**src/rtl/adc_pkg.sv**
```systemverilog
// rtl/adc_pkg.sv - shared constants and state type for the ADC capture/readout blocks
// Purpose: keeps the capture block and the drain scheduler agreeing on channel
// count, sample width, channel-select width and the scheduler state encoding.
package adc_pkg;

  localparam int NUM_CHANNELS = 4;
  localparam int DATA_WIDTH   = 12;
  localparam int CH_W         = $clog2(NUM_CHANNELS);

  typedef enum logic [2:0] {
    IDLE = 3'd0,
    SEL  = 3'd1,
    CHK  = 3'd2,
    RD   = 3'd3,
    LAT  = 3'd4,
    OUT  = 3'd5
  } sched_state_t;

endpackage

```
**src/rtl/adc_fifo_drain_scheduler.sv**
```systemverilog
// rtl/adc_fifo_drain_scheduler.sv - round-robin FIFO drain scheduler for the AD9228 capture block
// Purpose: gates ADC capture, polls the per-channel sample FIFOs through the
// shared mux in round-robin bursts, and forwards each popped sample as a
// channel-tagged word on a valid/ready stream. Dropping enable drains the
// FIFOs and pulses done after one full pass that popped nothing.
// Ports:
//   clk, rstn                  clock, synchronous active-low reset
//   enable                     1 = capture and stream, 0 = stop capture and drain
//   adc_read_en                capture enable to the AD9228 read block
//   fifo_addr, fifo_rd_en      channel select and one-hot pop to the FIFO mux
//   fifo_dout                  muxed data, valid the cycle after the pop
//   fifo_not_empty, fifo_full  muxed status of the selected channel
//   m_data, m_chan, m_valid    sample stream out, m_ready in
//   busy, done                 not idle / one-cycle drain-complete pulse
//   overflow                   sticky per-channel full seen since last start
//   sample_count               saturating count of words handed off
module adc_fifo_drain_scheduler #(
  parameter int NUM_CHANNELS = adc_pkg::NUM_CHANNELS,
  parameter int DATA_WIDTH   = adc_pkg::DATA_WIDTH,
  parameter int MAX_BURST    = 4,
  parameter int CNT_WIDTH    = 32,
  parameter int CH_W         = $clog2(NUM_CHANNELS)
) (
  input  logic                    clk,
  input  logic                    rstn,
  input  logic                    enable,
  output logic                    adc_read_en,
  output logic [CH_W-1:0]         fifo_addr,
  output logic [NUM_CHANNELS-1:0] fifo_rd_en,
  input  logic [DATA_WIDTH-1:0]   fifo_dout,
  input  logic                    fifo_not_empty,
  input  logic                    fifo_full,
  output logic [DATA_WIDTH-1:0]   m_data,
  output logic [CH_W-1:0]         m_chan,
  output logic                    m_valid,
  input  logic                    m_ready,
  output logic                    busy,
  output logic                    done,
  output logic [NUM_CHANNELS-1:0] overflow,
  output logic [CNT_WIDTH-1:0]    sample_count
);

  import adc_pkg::*;

  sched_state_t            state_q, state_d;
  logic [CH_W-1:0]         ch_q, ch_d;
  logic [7:0]              burst_q, burst_d;
  logic                    pass_clean_q, pass_clean_d;
  logic                    adc_read_en_q, adc_read_en_d;
  logic [NUM_CHANNELS-1:0] rd_en_q, rd_en_d;
  logic [DATA_WIDTH-1:0]   m_data_q, m_data_d;
  logic [CH_W-1:0]         m_chan_q, m_chan_d;
  logic                    m_valid_q, m_valid_d;
  logic                    done_q, done_d;
  logic [NUM_CHANNELS-1:0] overflow_q, overflow_d;
  logic [CNT_WIDTH-1:0]    count_q, count_d;

  logic last_ch;
  assign last_ch = (ch_q == CH_W'(NUM_CHANNELS - 1));

  always_comb begin
    state_d      = state_q;
    ch_d         = ch_q;
    burst_d      = burst_q;
    pass_clean_d = pass_clean_q;
    rd_en_d      = '0;
    m_data_d     = m_data_q;
    m_chan_d     = m_chan_q;
    m_valid_d    = m_valid_q;
    done_d       = 1'b0;
    overflow_d   = overflow_q;
    count_d      = count_q;

    case (state_q)
      IDLE: begin
        if (enable) begin
          state_d      = SEL;
          ch_d         = '0;
          burst_d      = '0;
          pass_clean_d = 1'b1;
          overflow_d   = '0;
          count_d      = '0;
        end
      end
      SEL: state_d = CHK;
      CHK: begin
        if (fifo_full) begin
          overflow_d[ch_q] = 1'b1;
        end
        if (fifo_not_empty && (burst_q < 8'(MAX_BURST))) begin
          // Pop is issued from a flop so it lines up with the RD state.
          state_d       = RD;
          rd_en_d[ch_q] = 1'b1;
          pass_clean_d  = 1'b0;
        end else begin
          burst_d = '0;
          ch_d    = last_ch ? '0 : ch_q + CH_W'(1);
          state_d = SEL;
          if (last_ch) begin
            // Wrap point: a pass with no pops while draining ends the run.
            if (!enable && pass_clean_q) begin
              state_d = IDLE;
              done_d  = 1'b1;
            end
            pass_clean_d = 1'b1;
          end
        end
      end
      RD: state_d = LAT;
      LAT: begin
        m_data_d  = fifo_dout;
        m_chan_d  = ch_q;
        m_valid_d = 1'b1;
        state_d   = OUT;
      end
      OUT: begin
        if (m_ready) begin
          m_valid_d = 1'b0;
          burst_d   = burst_q + 8'd1;
          if (count_q != {CNT_WIDTH{1'b1}}) begin
            count_d = count_q + CNT_WIDTH'(1);
          end
          state_d = CHK;
        end
      end
      default: state_d = IDLE;
    endcase

    adc_read_en_d = enable && (state_d != IDLE);
  end

  always_ff @(posedge clk) begin
    if (!rstn) begin
      state_q       <= IDLE;
      ch_q          <= '0;
      burst_q       <= '0;
      pass_clean_q  <= 1'b1;
      adc_read_en_q <= 1'b0;
      rd_en_q       <= '0;
      m_data_q      <= '0;
      m_chan_q      <= '0;
      m_valid_q     <= 1'b0;
      done_q        <= 1'b0;
      overflow_q    <= '0;
      count_q       <= '0;
    end else begin
      state_q       <= state_d;
      ch_q          <= ch_d;
      burst_q       <= burst_d;
      pass_clean_q  <= pass_clean_d;
      adc_read_en_q <= adc_read_en_d;
      rd_en_q       <= rd_en_d;
      m_data_q      <= m_data_d;
      m_chan_q      <= m_chan_d;
      m_valid_q     <= m_valid_d;
      done_q        <= done_d;
      overflow_q    <= overflow_d;
      count_q       <= count_d;
    end
  end

  assign adc_read_en  = adc_read_en_q;
  assign fifo_addr    = ch_q;
  assign fifo_rd_en   = rd_en_q;
  assign m_data       = m_data_q;
  assign m_chan       = m_chan_q;
  assign m_valid      = m_valid_q;
  assign busy         = (state_q != IDLE);
  assign done         = done_q;
  assign overflow     = overflow_q;
  assign sample_count = count_q;

endmodule

```
**config.mk**
```make
export PLATFORM = sky130hd
export DESIGN_NAME = adc_fifo_drain_scheduler
export DESIGN_NICKNAME = d
export VERILOG_FILES = /design/src/rtl/adc_pkg.sv /design/src/rtl/adc_fifo_drain_scheduler.sv
export SDC_FILE = /design/constraint.sdc
export NUM_CORES = 1
export LEC_CHECK = 0
export BUFFER_PORTS_ARGS = -buffer_cell sky130_fd_sc_hd__buf_2
export CAP_MARGIN = 20
export CORE_MARGIN = 3
export CORE_UTILIZATION = 50
export DETAILED_ROUTE_END_ITERATION = 8
export GPL_ROUTABILITY_DRIVEN = 0
export HOLD_SLACK_MARGIN = 0.02
export PLACE_DENSITY_LB_ADDON = 0.3
export SLEW_MARGIN = 15
export SYNTH_ARGS = -nofsm -noshare
export SYNTH_HDL_FRONTEND = slang
export SYNTH_SLANG_ARGS = --single-unit
```
**constraint.sdc**
```tcl
create_clock -name clk -period 3.8 [get_ports clk]
set_input_delay 0.19 -clock clk [delete_from_list [all_inputs] [get_ports clk]]
set_output_delay 0.19 -clock clk [all_outputs]
set_load 0.005 [all_outputs]
```
==> results.yml <==
clocking:
  cts-root-buf: "clkbuf_8"
  ctsHoldBuffers: 0
  htree_levels: 3
  cts_made_buffers: 9
  ctsResizeCount: 0
  clkLatencyLatePin_ns: 0.35
  cts_max_path_buffers: 2
  cts_setup_buffers: 0
  clkSinkCount: 71
  clk_pin_slew_ns: 0.08
  cts_tree: "yes"
route:
  avgViaCountPerCell: 5.85
  wirelength_mm: 7.82
  ant_nets: 0
  drc: 0
  vias: 3184
  drt-pass1-iter-count: 4
  drtIter0Drc: 204
  routedWlPerCell_um: 14.4
final_layout:
  layout-drive-gt1-share_pct: 22.6
  n_fill_cell: 518
  n_antenna_cell: 0
  layout_common_cells: "77 x buf_2, 71 x dfxtp_1, 59 x nand2_1"
  layout.nets: 488
  syn_to_final_growth_pct: 18.9
  final_area_um2: 3880
  layout_commonest_cell: "buf_2"
  fin_cells: 544
die:
  pin_count: 78
  die_h_um: 86.8
  die_area_um2: 7530
  die_w_um: 86.8
  core-area_um2: 6130
  rows: 28
  initial_core_util_pct: 53.2
global_route:
  grt_max_degree: 39
  grt_pass1_vias: 2870
  antenna_found_initial: 0
  grt_use_total_pct: 21.5
  grt_pass1_wl_mm: 13.0
  gr-total-overflow: 0
worst_setup_path:
  reg2reg_to: "sample_count[30]"
  critPathCapture: "sample_count[30]"
  reg2reg_slack_ns: 1.14
  critPathArrivalTime_ns: 2.92
  worstRegToRegCells: 5
  crit_start: "state_q[1]"
  crit_type: "flip-flop to flip-flop"
  required_ns: 4.06
  cp-start-kind: "flip-flop"
  r2r_start: "state_q[1]"
  path_max_fanout: 12
  worst_setup_path_end_kind: "flip-flop"
synthesis:
  synth_edf_count: 0
  yosysWarnings: 0
  synthesis.instances: 394
  synthTopCellsByArea: "dfxtp_1 44%, a21oi_1 7.2%, nand2_1 6.8%"
  synth_cell_types: 44
  avgSynthCellArea_um2: 8.28
  synth_flop_cell: "dfxtp_1"
  synth_seq_area_share_pct: 43.6
  ys_ff_latch: 71
  synth_top_cell_by_area: "dfxtp_1"
  synth_top_area_share_pct: 43.6
  syn-cell-area_um2: 3260
  synth_fp_nets: 418
  ys_async_sr_fraction_pct: 0
run:
  cap_violations: 0
placement:
  hpwl_mm: 5.52
  port_buffers: 77
  placed_cell_area_um2: 3660
  dp_cells: 528
timing:
  maxSlewHeadroom_pct: 28.8
  fin_setup_tns_ns: 0
  fin_skew_ns: 0.00921
  fmax_mhz: 376
  fin_crit_ns: 2.66
  fin_crit_sh_pct: 70.0
  tightest_slew_ns: 1.07
  rsz0062_at_grt: "no"
  setup_viol: 0
  finalHoldViolCount: 0
  drv_slew: 0
pwr:
  p_leak_uw: 0.00153
  powerDensity_nw_per_um2: 399
  finalPower_uw: 1550
  ir_drop_mv: 0.304
status:
  status: "finished clean"
worst_hold_path:
  hp-class: "primary input to flip-flop"
-- synth_stat cells (all sizes together), types with 3 or more instances --
cell / instances
nor3: 5
dfxtp: 71
and3: 10
clkbuf: 18
nand2: 59
nand3: 15
o21ai: 14
or2: 5
ha: 6
and4: 5
a21oi: 47
nor4: 4
nor2: 26
xor2: 7
o211ai: 4
o31ai: 14
and2: 3
nand4: 21
or3: 15
or4: 14
mux2i: 5
inv: 7
-- power breakdown --
part           switching [uW]  internal (uW)
logic                    73.3           36.7
clock network             299            370
registers                13.1            755
total                     386           1160
-- sequential cells by signal, summed over array words and instances, names as in the netlist, 2 cells and up --
name,count
burst_q,8
fifo_addr,2
fifo_rd_en,4
m_chan,2
m_data,12
overflow,4
sample_count,32
state_q,3
-- metrics by stage --
| step | hold WS, ns | util, % | setup WS [ns] |
|---|---|---|---|
| floorplan | 0.266 | - | 1.38 |
| global placement | 0.431 | 59.7 | 1.24 |
| detailed placement | 0.438 | 59.7 | 1.16 |
| CTS | 0.0630 | 63.3 | 1.14 |
| global route | 0.0764 | 63.3 | 0.994 |
| finish | 0.0779 | 63.3 | 1.14 |
-- cell type report --
type                       instances  area (um2)  share of cell area, %
clock buffer                       9         124                   3.19
clock inverter                     7        97.6                   2.52
inverter                           7        26.3                  0.677
multi-input combinational        296        1720                   44.2
sequential                        71        1420                   36.6
tap                               75        93.8                   2.42
timing repair buffer              79         400                   10.3
-- worst max-delay path, stage by stage, from the launching register on --
cell,delay (ns)
dfxtp_1,0.41
or4b_1,0.65
a2111o_1,0.50
or4b_4,0.54
or3_1,0.33
a21oi_1,0.15
-- cell families (layout without fill, tap and decap cells) --
kind of cell | count (synthesis) | count (layout) | synth area share (%)
flip-flops | 71 | 71 | 43.6
XOR/XNOR | 9 | 9 | 2.42
multiplexers | 5 | 5 | 1.53
AO/OA/AOI/OAI | 86 | 86 | 15.3
buffers and inverters | 27 | 102 | 4.03
adder cells (fa/ha/maj) | 6 | 6 | 2.30
AND/OR/NAND/NOR | 190 | 190 | 30.8
-- worst min-delay path by stage --
stage / start / end / slack (ns) / cells after the start
6_report: fifo_dout[10] / m_data[10] / 0.08 / 3
5_1_grt: fifo_dout[8] / m_data[8] / 0.08 / 3
4_1_cts: fifo_dout[6] / m_data[6] / 0.06 / 3
3_5_place_dp: fifo_dout[6] / m_data[6] / 0.44 / 3
3_3_place_gp: fifo_dout[4] / m_data[4] / 0.43 / 3
2_1_floorplan: rstn / pass_clean_q / 0.27 / 1
-- routing by layer --
| metal | global-route usage, % | wire length (um) |
|---|---|---|
| met5 | 0 | 0 |
| met2 | 34.4 | 3710 |
| met4 | 10.6 | 165 |
| met3 | 4.47 | 413 |
| met1 | 27.5 | 3530 |
(Power assumes the default switching activity.)
